**src/rtl/cpu_types_pkg.sv**
```systemverilog
// Shared CPU-side types: machine word, RAM port status and arbiter FSM state.
package cpu_types_pkg;

  typedef logic [31:0] word_t;

  // Status reported by the shared RAM port.
  typedef enum logic [1:0] {
    FREE,
    BUSY,
    ACCESS,
    ERROR
  } ramstate_t;

  // Memory arbiter FSM state.
  typedef enum logic [1:0] {
    IDLE,
    DATA,
    INSTR,
    FAULT
  } arb_state_t;

endpackage

```
**src/rtl/arb_watchdog.sv**
```systemverilog
// Grant watchdog for the memory arbiter.
// Counts granted cycles that did not complete; expired is high once the count
// reaches TIMEOUT-1. The counter saturates there and never wraps.
//   clk     : clock, rising edge
//   rst     : synchronous active-high reset
//   clear   : force the count to zero (held while no grant is active)
//   enable  : count this cycle (granted and RAM did not report ACCESS)
//   expired : count == TIMEOUT-1
module arb_watchdog #(
  parameter int unsigned TIMEOUT = 64
) (
  input  logic clk,
  input  logic rst,
  input  logic clear,
  input  logic enable,
  output logic expired
);

  localparam int unsigned CntW = (TIMEOUT > 1) ? $clog2(TIMEOUT) : 1;
  localparam logic [CntW-1:0] CntMax = CntW'(TIMEOUT - 1);

  logic [CntW-1:0] count_q, count_d;

  always_comb begin
    count_d = count_q;
    if (clear) begin
      count_d = '0;
    end else if (enable && (count_q != CntMax)) begin
      count_d = count_q + 1'b1;
    end
  end

  always_ff @(posedge clk) begin
    if (rst) begin
      count_q <= '0;
    end else begin
      count_q <= count_d;
    end
  end

  assign expired = (count_q == CntMax);

endmodule

```
**src/rtl/memory_arbiter.sv**
```systemverilog
// Arbitrates one shared RAM port between instruction fetch and data access.
// Data has priority. Every grant costs one IDLE arbitration cycle and every
// completion or abort returns to IDLE, so a held request is never reissued.
// A grant that sees ERROR or exceeds TIMEOUT cycles locks into FAULT until RST.
//   CLK, RST                 : clock, synchronous active-high reset
//   iREN, iaddr              : fetch request / address
//   iload, iwait             : fetched word / fetch stall (low one cycle on completion)
//   dREN, dWEN, daddr, dstore: data request, address, write value
//   dload, dwait             : read value / data stall (low one cycle on completion)
//   ramREN, ramWEN, ramaddr, ramstore, ramload, ramstate : shared RAM port
//   err                      : sticky fault flag
module memory_arbiter
  import cpu_types_pkg::*;
#(
  parameter int unsigned TIMEOUT = 64
) (
  input  logic      CLK,
  input  logic      RST,
  input  logic      iREN,
  input  word_t     iaddr,
  output word_t     iload,
  output logic      iwait,
  input  logic      dREN,
  input  logic      dWEN,
  input  word_t     daddr,
  input  word_t     dstore,
  output word_t     dload,
  output logic      dwait,
  output logic      ramREN,
  output logic      ramWEN,
  output word_t     ramaddr,
  output word_t     ramstore,
  input  word_t     ramload,
  input  ramstate_t ramstate,
  output logic      err
);

  arb_state_t state_q, state_d;
  logic       granted;
  logic       wd_enable;
  logic       expired;

  assign granted   = (state_q == DATA) || (state_q == INSTR);
  assign wd_enable = granted && (ramstate != ACCESS);

  arb_watchdog #(
    .TIMEOUT(TIMEOUT)
  ) u_watchdog (
    .clk    (CLK),
    .rst    (RST),
    .clear  (!granted),
    .enable (wd_enable),
    .expired(expired)
  );

  always_comb begin
    state_d  = state_q;
    ramREN   = 1'b0;
    ramWEN   = 1'b0;
    ramaddr  = '0;
    ramstore = '0;
    iwait    = 1'b1;
    dwait    = 1'b1;
    iload    = '0;
    dload    = '0;

    unique case (state_q)
      IDLE: begin
        if (dREN || dWEN) begin
          state_d = DATA;
        end else if (iREN) begin
          state_d = INSTR;
        end
      end

      DATA: begin
        ramaddr  = daddr;
        ramstore = dstore;
        ramWEN   = dWEN;
        ramREN   = dREN & ~dWEN;  // a write wins over a simultaneous read
        if (ramstate == ERROR) begin
          state_d = FAULT;
        end else if (!(dREN || dWEN)) begin
          state_d = IDLE;  // abort: no wait pulse
        end else if (ramstate == ACCESS) begin
          dwait   = 1'b0;
          dload   = ramload;
          state_d = IDLE;
        end else if (expired) begin
          state_d = FAULT;
        end
      end

      INSTR: begin
        ramaddr = iaddr;
        ramREN  = 1'b1;
        if (ramstate == ERROR) begin
          state_d = FAULT;
        end else if (!iREN) begin
          state_d = IDLE;
        end else if (ramstate == ACCESS) begin
          iwait   = 1'b0;
          iload   = ramload;
          state_d = IDLE;
        end else if (expired) begin
          state_d = FAULT;
        end
      end

      FAULT: begin
        state_d = FAULT;  // only RST leaves FAULT
      end
    endcase
  end

  always_ff @(posedge CLK) begin
    if (RST) begin
      state_q <= IDLE;
    end else begin
      state_q <= state_d;
    end
  end

  // FAULT is sticky until reset, so the flag follows the state directly.
  assign err = (state_q == FAULT);

endmodule

```
**config.mk**
```make
export PLATFORM = sky130hd
export DESIGN_NAME = memory_arbiter
export DESIGN_NICKNAME = d
export VERILOG_FILES = /design/src/rtl/cpu_types_pkg.sv /design/src/rtl/arb_watchdog.sv /design/src/rtl/memory_arbiter.sv
export SDC_FILE = /design/constraint.sdc
export NUM_CORES = 1
export LEC_CHECK = 0
export ABC_AREA = 1
export CORE_AREA = 5 5 102 104
export DETAILED_ROUTE_END_ITERATION = 10
export DIE_AREA = 0 0 107 109
export PLACE_DENSITY_LB_ADDON = 0.1
export RECOVER_POWER = 100
export SYNTH_ARGS = -nofsm -noshare
export SYNTH_HDL_FRONTEND = slang
export SYNTH_HIERARCHICAL = 1
export SYNTH_SLANG_ARGS = --single-unit
export TNS_END_PERCENT = 50
```
**constraint.sdc**
```tcl
create_clock -name CLK -period 1.9 [get_ports CLK]
set_input_delay 0.19 -clock CLK [delete_from_list [all_inputs] [get_ports CLK]]
set_output_delay 0.19 -clock CLK [all_outputs]
set_load 0.05 [all_outputs]
```
* Yosys cells after proc, flatten, opt, wreduce, memory -nomap -nowiden
Index checks and enable logic that the tools add are counted.
Cells by class: bitwise operators 3, mux-type cells 27, reductions and logical operators 6, equality and inequality tests 9, $add $sub $neg 1
Operator list (count):
- 32-bit 2-to-1 mux | 8
- 32-bit one-hot mux with 2 select lines | 1
- 2-bit 2-to-1 mux | 8
- 2-bit == test, second input constant | 4
- 1-bit 2-to-1 mux | 8
- 2-bit one-hot mux with 4 select lines | 1
- 6-bit by 1-bit adder with 6-bit output, second input constant | 1
- 6-bit == test, second input constant | 1
- 6-bit != test, second input constant | 1
- 3-bit != test, second input constant | 1
- 2-bit by 1-bit == test with 1-bit output, second input constant | 1
- 1-bit logical AND | 2
- 2-bit zero test | 1
- 1-bit logical OR | 2
- 2-bit != test, second input constant | 1
- 1-bit inverter | 2
- 1-bit one-hot mux with 2 select lines | 1
- 2-bit OR reduction | 1
- 1-bit bitwise AND | 1
Storage, ports and cells: logic and storage cells 48, bits in registers 8, output and inout bits 133, input port bits 135

* Longest topological paths before layout
word-level depth 6, gate-level depth with buffers 11, gate-level depth less buffers 11

* Hierarchy
Netlist, hierarchy kept.
Modules (own cells, without submodules):
- memory_arbiter | instances 1, cells each 330, area each 1557.7 sq um
- arb_watchdog | instances 1, cells each 49, area each 339.1 sq um

* Worst setup path before layout
Ideal clock, no wire load.
path kind flip-flop to output port, start point reg state_q[0], end point out ramaddr[2], cell stages (with the launch flop) 6, arrival time 1.871 ns, required time 1.710 ns, path slack -0.161 ns, cell sequence dfxtp_1 -> inv_1 -> ha_1 -> clkinv_1 -> clkbuf_1 -> a21oi_1
On the way: longest elaborated chain between the ends 2
Ends and longest elaborated chain:
- start, declared | line memory_arbiter.sv:38 | arb_state_t state_q, state_d;
- start signal, assigned | line memory_arbiter.sv:120 | state_q <= state_d;
- 2-bit == test / 2-bit by 1-bit == test with 1-bit output (equally long branches) | line memory_arbiter.sv:67 | unique case (state_q)
- 32-bit one-hot mux with 2 select lines * | line memory_arbiter.sv:67
- end, declared | line memory_arbiter.sv:31 | output word_t ramaddr,
Mark *: on every way between the ends. The rest lies on a longest branch, timed or not.

* Final worst setup path
Ends and elaborated chain as after synthesis.

==> results.md <==
* Number of buffers created by CTS at 3
* Site row count at 36
* Critical Setup Path Class: register to output port
* Time the final worst path needs with I/O delays and setup at 1.82 ns
* Number of nets with antenna violations after routing at 0
* Post-synthesis instance area at 0.00190 sq mm
* Total Routing Usage GR at 20.4%
* Length of routed wiring on met1 at 4790 um
* Clk network pwr share at a little over 8%
* Sequential cell area fraction in the yosys report at under 10%
* Total setup violations reported at the end of the flow at 0
* Leakage power of the design at ~2.6 nW
* Clock Sink Count at 8
* Chip Width at approximately 110 um
* Share of the clock period used by the worst path after layout at 95.8%
* Nets in the synthesized netlist at 520
* Leading cell type in the layout, fill and taps excluded: clkdlybuf4s50_1
* Largest net degree at the start of global routing at 35
* Final net count at between 700 and 800
* Worst Setup Start Kind: register
* Path category of the worst min-delay check: register to register
* IO Pins at 268
* Highest achievable clock rate at 549 MHz
* Detail Route met3 WL at 908 um
* Worst-Skew Late Latency at 0.23 ns
* Mean instance size in the synthesized netlist at 5.00 sq um
* Cell at the root of the clock tree: clkbuf_8
* TritonRoute pass-1 iters at 4
* Setup total negative slack at 0 ns
* Clock slew seen by the registers of the worst setup and hold paths at 0.04 ns
* Unrepaired setup endpoints after global routing: false
* CTS tree: yes
* Proportion of power drawn by flip-flops and latches at 7.9%
* Vias in the first global route at 3151
* Max layer used: met5
* DRC errors left at 0
* Die span in y at 109 um
* CTS max path bufs at 2
* Share of final-layout standard cells stronger than drive strength 1 at a little under a third
* Final wirelength at between 10000 and 15000 um
* Sum of net half-perimeters after detailed placement at around 11000 um
* Total of buffers placed on input and output ports at between 200 and 300
* Relative slew margins at 60.1%
* Post-synthesis instance total at approximately 380
* Die area at about 0.012 sq mm
* Flip-flop and latch count after synthesis at 8
* Initial antenna violation count at 1
* Switching fraction of total power at 53.7%
* Length of routed met2 wiring at 6880 um
* Gpl congestion at around 0.84
* Switching component of the power at between 1 and 1.5 mW
* Data required time of the worst path at between 1.5 and 2 ns
* Count of different cell masters after synthesis at 27
* Number of maximum-capacitance violations at 0
* Cell Int Power at 1.15 mW
* Total power draw at approximately 2.5 mW
* PD cells at 468 mW/mm^2
* First-pass GRT wire length at 18300 um
* Synthesis-to-layout area growth at 179%
* Maximum clock skew at final layout at between 0.004 and 0.005 ns
* Placeable core area at 0.00946 sq mm
* Largest fanout on the critical path at 17
* Mean routed wirelength per cell at 17.0 um
* Peak VDD IR at roughly 0.47 mV
* Commonest cells after routing, fill and taps aside: 134 x clkdlybuf4s50_1, 120 x nand2_1, 80 x inv_1, 79 x nor2_1, 73 x buf_12
* Total overflow reported by the global router at 0
* Worst Path Arrival at 1.63 ns
* Initial Util at ~20%
* Outcome: finished, final reports clean
* Mean number of vias per cell at 4.29
* Final number of hold-violating endpoints at 0
* Post-CTS repair timing setup buffer count at 0
* Synthesis warning total at 6
* Layout filler cell count at roughly 900
* Vias at about 3200
* Number of diodes at 0
* Combinational group share of total power at 83.8%
* Crit end category: output port
* Number of max-slew violations in the final report at 0
* Deepest level of the CTS H-tree at 1
* Actual slew at the worst max-slew pin at 0.601 ns
* Initial DRC count at 106
[critical path: stages, from the launching register on]
cell	delay, ns
dfxtp_4	0.37
inv_1	0.10
ha_1	0.34
inv_4	0.06
buf_12	0.16
a21oi_2	0.12
clkbuf_4	0.24
[repair_timing]
item                       CTS  global route
resized for setup           43             5
setup endpoints to repair   50            46
hold buffers                 0             0
gates cloned                 1             0
[power groups by stage]
stage	Sequential, mW	Clock, mW	Combinational (mW)
2_1_floorplan	0.191	0	1.05
3_3_place_gp	0.193	0	2.26
3_5_place_dp	0.194	0	2.28
4_1_cts	0.195	0.215	2.43
5_1_grt	0.199	0.235	2.19
6_report	0.196	0.205	2.08
[cell usage after synthesis (all sizes together)]
cell type | instances | area [sq um]
nand2 | 123 | 472
nor2 | 84 | 415
inv | 82 | 308
a21oi | 37 | 189
buf | 18 | 135
dfxtp | 8 | 160
nand3 | 8 | 65.1
ha | 6 | 75.1
clkbuf | 3 | 12.5
nand4 | 3 | 18.8
o21ai | 2 | 10.0
a21boi | 1 | 11.3
a21o | 1 | 7.51
a31oi | 1 | 6.26
clkinv | 1 | 3.75
nand3b | 1 | 7.51
[worst paths after layout]
check | startpoint | end | slack [ns] | depth (start not counted)
setup / recovery | state_q[0]$_SDFFE_PP0P_ | ramaddr[2] | 0.08 | 6
hold / removal | u_watchdog/count_q[4]$_SDFFE_PP0P_ | u_watchdog/count_q[4]$_SDFFE_PP0P_ | 0.50 | 2
setup reg to reg | state_q[0]$_SDFFE_PP0P_ | u_watchdog/count_q[1]$_SDFFE_PP0P_ | 0.22 | 7
hold reg to reg | u_watchdog/count_q[4]$_SDFFE_PP0P_ | u_watchdog/count_q[4]$_SDFFE_PP0P_ | 0.50 | 2
[cells by family (layout without fill, tap and decap cells)]
| family | Yosys count | after routing | synth area share (%) |
|---|---|---|---|
| adders and majority gates | 6 | 6 | 3.96 |
| DFF | 8 | 8 | 8.44 |
| buffers and inverters | 104 | 364 | 24.2 |
| and+or+nand+nor | 219 | 219 | 51.6 |
| AOI/OAI and AO/OA | 42 | 42 | 11.8 |
[final cells by class]
cell class                      count  area [sq um]  area share (%)
Tap cell                          114           143            2.69
Inverter                           83           314            5.93
Sequential cell                     8           165            3.12
Timing Repair Buffer              278          3270            61.7
Clock buffer                        3          41.3           0.779
Multi-Input combinational cell    267          1370            25.8
[metal layers]
metal  track usage, %  up-vias
met5                0        -
met4             4.84        2
met3             6.51       17
met2             40.5      127
met1             20.6     1468
li1                 -     1617
[state kept, by name (all words and copies together) (netlist names)]
| name | count |
|---|---|
| state_q | 2 |
| u_watchdog/count_q | 6 |
[stage by stage]
| step | utilization, % | setup slack, ns | cell area [sq um] | hold slack, ns | instances |
|---|---|---|---|---|---|
| after global routing | 56.0 | 0.000778 | 5300 | 0.512 | 753 |
| after global placement | 63.4 | 0.122 | 6000 | 0.467 | 749 |
| after detailed placement | 63.4 | 0.0722 | 6000 | 0.482 | 749 |
| after CTS | 65.9 | 0.000836 | 6230 | 0.494 | 753 |
| after floorplan | - | -0.161 | 1900 | 0.259 | 379 |
| final | 56.0 | 0.0792 | 5300 | 0.496 | 753 |
No activity file was read; power rests on OpenSTA's default activity.
